$ cat config.mk
export PLATFORM = sky130hd
export DESIGN_NAME = video_timing_gen
export DESIGN_NICKNAME = d
export VERILOG_FILES = /design/src/rtl/video_timing_gen.sv
export SDC_FILE = /design/constraint.sdc
export NUM_CORES = 1
export LEC_CHECK = 0
export CORE_MARGIN = 4
export CORE_UTILIZATION = 35
export DETAILED_ROUTE_END_ITERATION = 10
export MAX_ROUTING_LAYER = met4
export PLACE_DENSITY = 0.65
export SYNTH_ARGS = -nofsm -noshare
export SYNTH_HDL_FRONTEND = slang
export SYNTH_SLANG_ARGS = --single-unit
export TNS_END_PERCENT = 10
$ cat constraint.sdc
create_clock -name clk -period 3.8 [get_ports clk]
set_input_delay 0.76 -clock clk [delete_from_list [all_inputs] [get_ports clk]]
set_output_delay 0.76 -clock clk [all_outputs]
set_load 0.05 [all_outputs]
$ cat src/rtl/video_timing_gen.sv
// Free-running raster timing generator with line doubling: hcnt/line counters plus
// registered sync, blanking and line-advance strobes, all updated on the same edge.
module video_timing_gen #(
  parameter int H_ACTIVE = 704,
  parameter int H_FRONT  = 26,
  parameter int H_SYNC   = 106,
  parameter int H_BACK   = 74,
  parameter int V_ACTIVE = 480,
  parameter int V_FRONT  = 10,
  parameter int V_SYNC   = 2,
  parameter int V_BACK   = 33,
  parameter bit SYNC_POL = 1'b0
) (
  input  logic       clk,
  input  logic       reset_n,
  output logic [9:0] hpos,
  output logic       hsync,
  output logic       hblank,
  output logic       hlast,
  output logic [7:0] vpos,
  output logic       vsync,
  output logic       vblank,
  output logic       vnext,
  output logic       blank
);

  localparam int H_TOTAL = H_ACTIVE + H_FRONT + H_SYNC + H_BACK;
  localparam int V_TOTAL = V_ACTIVE + V_FRONT + V_SYNC + V_BACK;

  generate
    if (H_TOTAL > 1024 || V_TOTAL > 1024) begin : g_bad_params
      $error("video_timing_gen: H_TOTAL and V_TOTAL must not exceed 1024");
    end
  endgenerate

  localparam logic [9:0] H_LAST   = 10'(H_TOTAL - 1);
  localparam logic [9:0] V_LAST   = 10'(V_TOTAL - 1);
  localparam logic [9:0] H_ACT    = 10'(H_ACTIVE);
  localparam logic [9:0] HS_START = 10'(H_ACTIVE + H_FRONT);
  localparam logic [9:0] HS_END   = 10'(H_ACTIVE + H_FRONT + H_SYNC - 1);
  localparam logic [9:0] V_ACT    = 10'(V_ACTIVE);
  localparam logic [9:0] VS_START = 10'(V_ACTIVE + V_FRONT);
  localparam logic [9:0] VS_END   = 10'(V_ACTIVE + V_FRONT + V_SYNC - 1);
  localparam logic [9:0] LINE_SAT = 10'd512;

  logic [9:0] hcnt, line;
  logic [9:0] hcnt_nxt, line_nxt, line_after;
  logic [7:0] vpos_nxt, vpos_after;
  logic       hlast_nxt, hblank_nxt, vblank_nxt, hsync_on, vsync_on;

  assign hpos = hcnt;

  always_comb begin
    hcnt_nxt = (hcnt == H_LAST) ? 10'd0 : hcnt + 10'd1;
    line_nxt = line;
    if (hcnt == H_LAST) begin
      line_nxt = (line == V_LAST) ? 10'd0 : line + 10'd1;
    end
    line_after = (line_nxt == V_LAST) ? 10'd0 : line_nxt + 10'd1;
  end

  // Logical line saturates at 255 so line-compare consumers never re-match inside vblank.
  always_comb begin
    vpos_nxt   = (line_nxt   >= LINE_SAT) ? 8'hFF : 8'(line_nxt   >> 1);
    vpos_after = (line_after >= LINE_SAT) ? 8'hFF : 8'(line_after >> 1);
    hlast_nxt  = (hcnt_nxt == H_LAST);
    hblank_nxt = (hcnt_nxt >= H_ACT);
    vblank_nxt = (line_nxt >= V_ACT);
    hsync_on   = (hcnt_nxt >= HS_START) && (hcnt_nxt <= HS_END);
    vsync_on   = (line_nxt >= VS_START) && (line_nxt <= VS_END);
  end

  always_ff @(posedge clk or negedge reset_n) begin
    if (!reset_n) begin
      hcnt   <= '0;
      line   <= '0;
      hsync  <= ~SYNC_POL;
      hblank <= 1'b0;
      hlast  <= 1'b0;
      vpos   <= '0;
      vsync  <= ~SYNC_POL;
      vblank <= 1'b0;
      vnext  <= 1'b0;
      blank  <= 1'b0;
    end else begin
      hcnt   <= hcnt_nxt;
      line   <= line_nxt;
      hsync  <= hsync_on ? SYNC_POL : ~SYNC_POL;
      hblank <= hblank_nxt;
      hlast  <= hlast_nxt;
      vpos   <= vpos_nxt;
      vsync  <= vsync_on ? SYNC_POL : ~SYNC_POL;
      vblank <= vblank_nxt;
      vnext  <= hlast_nxt && (vpos_nxt != vpos_after);
      blank  <= hblank_nxt | vblank_nxt;
    end
  end

endmodule

==> impl_metrics.json, run 1 <==
{
  "grt_pass1_vias": 1625,
  "htreeDepth": 2,
  "dr.pass1.iters": 4,
  "worst_hold_slack_ns": 0.642,
  "grt.total_usage_pct": 13.8,
  "routed_wl_mm": 4.63,
  "synth_nets": 228,
  "hold_start": "hpos[0]$_DFF_PN0_",
  "fillers": 579,
  "slew_headroom_pct": 40.6,
  "drcViolationCount": 0,
  "clk_pin_slew_ns": 0.07,
  "finalSetupViolCount": 0,
  "cts_setup_buffers": 0,
  "status": "complete, no violations",
  "ys_ff_latch": 35,
  "synth_area_sq_mm": 0.00211,
  "num_vias": 1727,
  "seq_area_frac_synth_pct": 41.7,
  "fin_crit_sh_pct": 82.3,
  "clk_path_buf_depth": 2,
  "critPathCaptureType": "register",
  "synth-edff-count": 0,
  "r2r-start": "line[0]$_DFF_PN0_",
  "avgSynthCellArea_sq_um": 9.58,
  "io_pins": 27,
  "path_cells": "inv_1, ha_1, or4b_1, or4_1, a31oi_4, inv_2, ha_1, and2b_1, nor3_1, o31a_1, o2bb2ai_1",
  "fp.dieH_um": 85.6,
  "io_buffer_count": 26,
  "cp-start-kind": "register",
  "area_growth_pct": 19.8,
  "r2r_setup_slack_ns": 0.67,
  "routedWlPerCell_um": 14.6,
  "ant_nets": 0,
  "diodes": 0,
  "critical_path.startpoint": "line[0]$_DFF_PN0_",
  "drt_iter0_drc": 93,
  "postCtsHoldBufs": 0,
  "critPathTopFamily": "simple AND/OR/NAND/NOR gates",
  "powerDensity_mw_per_mm2": 288,
  "tightest_slew_ns": 0.889,
  "crit_top_cell": "ha_1",
  "critPathRequiredTime_ns": 3.97,
  "hp-class": "reg2reg",
  "globalRoute.totalOverflow": 0,
  "post_dp_cell_area_sq_mm": 0.00241,
  "finalClockSkew_ns": 0.00356,
  "max-vdd-ir-drop_mv": 0.121,
  "std_cell_rows": 27,
  "ys_warn_count": 0,
  "cpPeakStageDelay_ns": 0.59,
  "grt_max_degree": 20,
  "cts_tree": "yes",
  "start_util_pct": 37.1,
  "criticalPathCategory": "reg2reg",
  "finalWeightedCongestion": 0.872,
  "synth_flop_cell": "dfrtp_1",
  "path_max_fanout": 7,
  "viasPerCell": 5.45,
  "finalSetupTns_ns": 0,
  "final_util_pct": 44.5,
  "fp.coreArea_sq_mm": 0.00568,
  "critPathBufInv": 2,
  "maxCapViolations": 0,
  "crit_arrival_ns": 3.30,
  "final_max_slew_viol_count": 0,
  "synth_async_sr_flop_share_pct": 100,
  "grt_first_pass_wirelength_mm": 7.85,
  "ctsResizeCount": 0,
  "fmax_mhz": 320,
  "die_area_sq_mm": 0.00733,
  "cts_buffers": 5,
  "rsz0062_at_grt": "no",
  "antenna_found_initial": 0,
  "nets": 252,
  "design_area_sq_mm": 0.00252,
  "cp_slowest_cell": "or4_1",
  "fin_crit_ns": 3.13,
  "power.leakage_nw": 1.08,
  "dp_hpwl_mm": 3.46,
  "die_w_um": 85.6,
  "ys_types": 66,
  "cts_root_buf": "clkbuf_8",
  "finalHoldViolCount": 0,
  "cts.sinks": 35,
  "drive_above_1_share_pct": 11.8,
  "netlist_instances": 220,
  "clk_latency_ns": 0.28
}
[power by group]
part / internal [mW] / switching [mW]
Sequential: 0.373 / 0
Combinational: 0.00157 / 0.00715
Clock: 0.212 / 0.133
[cell type report]
| cell class | count | area, sq um | area share [%] |
|---|---|---|---|
| multi-input cells | 162 | 1120 | 44.3 |
| flip-flops and latches | 35 | 878 | 34.8 |
| repair buffers | 28 | 275 | 10.9 |
| well taps | 72 | 90.1 | 3.57 |
| clock buffers | 6 | 82.6 | 3.27 |
| inverters | 12 | 45.0 | 1.78 |
| clock inverters | 2 | 35.0 | 1.39 |
[Yosys cell counts (all sizes together), types with 4 or more instances]
master / number / area share [%]
nand3: 9 / 2.1
nand2b: 4 / 1.2
nor2: 16 / 2.9
clkbuf: 6 / 1.1
and3: 5 / 1.5
xor2: 5 / 2.1
nand2: 21 / 3.9
nand4: 8 / 2.4
dfrtp: 33 / 39
xnor2: 9 / 3.7
or2: 7 / 2.1
inv: 12 / 2.1
a21oi: 5 / 1.7
nor3: 6 / 1.7
o21ai: 4 / 0.95
ha: 6 / 3.6
buf: 5 / 2.1
[cells in the final DEF (no fill, tap or decap), drive strengths merged, types with 4 or more instances in the layout]
master,n
nand4,8
clkbuf,6
clkdlybuf4s50,26
inv,12
dfrtp,33
xnor2,9
xor2,5
nand3,9
nor3,6
nor2,16
nand2b,4
and3,5
nand2,21
o21ai,4
or2,7
ha,6
a21oi,5
[state kept, by name, summed over array words and instances (netlist names)]
| register | cells |
|---|---|
| blank | 1 |
| hblank | 1 |
| hlast | 1 |
| hpos | 10 |
| hsync | 1 |
| line | 10 |
| vblank | 1 |
| vnext | 1 |
| vpos | 8 |
| vsync | 1 |
[logic make-up (layout without fill, tap and decap cells)]
family	Yosys count	after routing	share of synthesized area [%]
buffers and inverters	23	48	5.29
multiplexers	3	3	1.48
flip-flops	35	35	41.7
AO/OA/AOI/OAI	42	42	16.7
adder cells (fa/ha/maj)	6	6	3.56
AND/OR/NAND/NOR	97	97	25.4
XOR/XNOR	14	14	5.82
[metrics by stage]
step / power (mW) / cells / setup slack [ns]
6_report: 0.726 / 317 / 0.671
5_1_grt: 0.754 / 317 / 0.521
3_5_place_dp: 0.389 / 309 / 0.696
2_1_floorplan: 0.380 / 220 / 0.732
4_1_cts: 0.739 / 317 / 0.684
3_3_place_gp: 0.389 / 309 / 0.781
[layer usage]
metal / global-route usage (%) / wire length [um]
met2: 21.5 / 2180
met5: - / 0
met1: 17.5 / 2180
met4: 6.19 / 88
met3: 2.59 / 182
[path summary, 6_finish.rpt]
kind | cells past startpoint | endpoint
min in group asynchronous | 1 | hpos[2]$_DFF_PN0_
max in group asynchronous | 2 | hsync$_DFF_PN1_
worst max-delay path | 11 | vnext$_DFF_PN0_
worst min-delay path | 1 | hpos[0]$_DFF_PN0_
worst min register to register | 1 | hpos[0]$_DFF_PN0_
worst max register to register | 11 | vnext$_DFF_PN0_
(Power assumes the default switching activity.)
==> inputs of run 2 (changes only) <==
clock period = 2.95 ns   (was 3.8 ns; I/O delays follow)
==> run 2 against run 1 <==
  * Clock-buffer cell count up 1
  * Largest power group unchanged
  * Core utilization up 1.8 points
  * Sequential power up 29%
  * Critical endpoint unchanged
  * Worst hold slack worse by 0.048 ns
  * Critical path type unchanged
  * Combinational power up 25%
  * Clock power up 3%
==> impl_metrics.json, run 2 (synthesized netlist as in run 1, its figures left out) <==
{
  "fmax_mhz": 357,
  "internal_power_uw": 670,
  "clk_latency_ns": 0.28,
  "r2r_setup_slack_ns": 0.15,
  "min_to": "hpos[0]$_DFF_PN0_",
  "fp.dieH_um": 85.6,
  "drive_above_1_share_pct": 18.4,
  "area_growth_pct": 24.6,
  "diodes": 0,
  "path_cells": "inv_1, ha_1, or4b_1, or4_4, nand2_1, o21a_1, inv_1, ha_1, and2b_1, nor3_1, o31a_1, o2bb2ai_1",
  "crit_arrival_ns": 2.98,
  "dp_hpwl_mm": 3.66,
  "io_pins": 27,
  "dr_wl_met2_mm": 2.26,
  "fin_crit_ns": 2.80,
  "globalRoute.totalOverflow": 0,
  "rr_endpoint": "vnext$_DFF_PN0_",
  "grt_first_pass_wirelength_mm": 8.11,
  "routed_wl_mm": 4.90,
  "max-vdd-ir-drop_mv": 0.154,
  "cts_tree": "yes",
  "antenna_found_initial": 0,
  "cp-start-kind": "register",
  "hp-class": "reg2reg",
  "finalSetupTns_ns": 0,
  "finalHoldViolCount": 0,
  "ant_nets": 0,
  "viasPerCell": 5.36,
  "cp_slowest_cell": "or4_4",
  "cts.sinks": 35,
  "num_vias": 1786,
  "die_area_sq_mm": 0.00733,
  "start_util_pct": 37.1,
  "drt_iter0_drc": 147,
  "finalSetupViolCount": 0,
  "die_w_um": 85.6,
  "status": "complete, no violations",
  "r2r-start": "line[0]$_DFF_PN0_",
  "routedWlPerCell_um": 14.7,
  "criticalPathCategory": "reg2reg",
  "dr.pass1.iters": 4,
  "powerDensity_mw_per_mm2": 322,
  "highest_layer": "met4",
  "postCtsHoldBufs": 0,
  "io_buffer_count": 26,
  "htreeDepth": 2,
  "std_cell_rows": 27,
  "critPathRequiredTime_ns": 3.12,
  "switchingPower_uw": 176,
  "finalClockSkew_ns": 0.00741,
  "fp.coreArea_sq_mm": 0.00568,
  "rsz0062_at_grt": "no",
  "grt_pass1_vias": 1644,
  "p_comb_share_pct": 1.3,
  "tightest_slew_ns": 0.504,
  "hold_depth": 2,
  "power.leakage_nw": 1.15,
  "post_dp_cell_area_sq_mm": 0.00252,
  "cts_buffers": 5,
  "final_common_cell": "dfrtp_1",
  "grt.total_usage_pct": 14.4,
  "switching_share_pct": 20.8,
  "slew_headroom_pct": 66.3,
  "critPathCaptureType": "register",
  "fillers": 534,
  "cpPeakStageDelay_ns": 0.47,
  "final_util_pct": 46.3,
  "p_seq_share_pct": 56.7,
  "design_area_sq_mm": 0.00263,
  "rr_worst_depth": 12,
  "drcViolationCount": 0,
  "finalWeightedCongestion": 0.926,
  "worst_hold_slack_ns": 0.594,
  "path_max_fanout": 4,
  "cts_root_buf": "clkbuf_8",
  "clk_pin_slew_ns": 0.07,
  "clk_path_buf_depth": 2,
  "maxCapViolations": 0,
  "layout_common_cells": "dfrtp_1 (30), clkdlybuf4s50_1 (26), nand2_1 (20)",
  "clockPowerShare_pct": 42.0,
  "hold_start": "hpos[0]$_DFF_PN0_",
  "wl_met1_mm": 2.32,
  "nets": 268,
  "dr_wl_met3_um": 245,
  "grt_max_degree": 36,
  "final_max_slew_viol_count": 0,
  "fin_crit_sh_pct": 95.0
}
## run 2: per-layer routing
metal	vias to the layer above	track usage, %
li1	875	-
met5	-	-
met4	0	5.61
met1	847	19.3
met3	9	2.69
met2	55	21.7
## run 2: power groups by stage
stage / clock [mW] / combinational, mW / sequential (mW)
global placement: 0 / 0.0119 / 0.489
CTS: 0.367 / 0.0121 / 0.480
global route: 0.396 / 0.0137 / 0.479
detailed placement: 0 / 0.0122 / 0.489
finish: 0.356 / 0.0109 / 0.480
floorplan: 0 / 0.000000487 / 0.489
## run 2: how the worst max path moves through the flow
| stage | slack [ns] | cells after the start | end | startpoint |
|---|---|---|---|---|
| detailed placement | 0.09 | 12 | vnext$_DFF_PN0_ | line[1]$_DFF_PN0_ |
| finish | 0.15 | 12 | vnext$_DFF_PN0_ | line[0]$_DFF_PN0_ |
| global route | 0.007 | 12 | vnext$_DFF_PN0_ | line[0]$_DFF_PN0_ |
| CTS | 0.07 | 12 | vnext$_DFF_PN0_ | line[1]$_DFF_PN0_ |
| floorplan | 0.04 | 13 | vnext$_DFF_PN0_ | hpos[0]$_DFF_PN0_ |
| global placement | 0.12 | 11 | vnext$_DFF_PN0_ | line[1]$_DFF_PN0_ |
## run 2: final cells by class
| class | instances | area, sq um | area share [%] |
|---|---|---|---|
| Sequential cell | 35 | 882 | 33.6 |
| Tap cell | 72 | 90.1 | 3.43 |
| Inverter | 12 | 45.0 | 1.72 |
| Multi-Input combinational cell | 162 | 1120 | 42.7 |
| Clock inverter | 1 | 5.00 | 0.191 |
| Timing Repair Buffer | 44 | 395 | 15.1 |
| Clock buffer | 7 | 86.3 | 3.29 |
## run 2: repair_timing
action,CTS,global route
endpoints found under the setup margin,0,3
gates resized for setup,0,1
buffers inserted,0,1
## run 2: stage by stage
stage	cells	power, mW	setup WS, ns
finish	333	0.847	0.149
global route	333	0.889	0.00688
CTS	332	0.859	0.0666
detailed placement	324	0.501	0.0862
global placement	324	0.501	0.124
floorplan	220	0.489	0.0406
## run 2: critical path: cells and delay by family, from the launching register on
| kind | cells | cell delay [ns] |
|---|---|---|
| and+or+nand+nor | 5 | 1.25 |
| buffers and inverters | 2 | 0.14 |
| AOI/OAI and AO/OA | 3 | 0.55 |
| adders and majority gates | 2 | 0.37 |
| DFF | 1 | 0.38 |
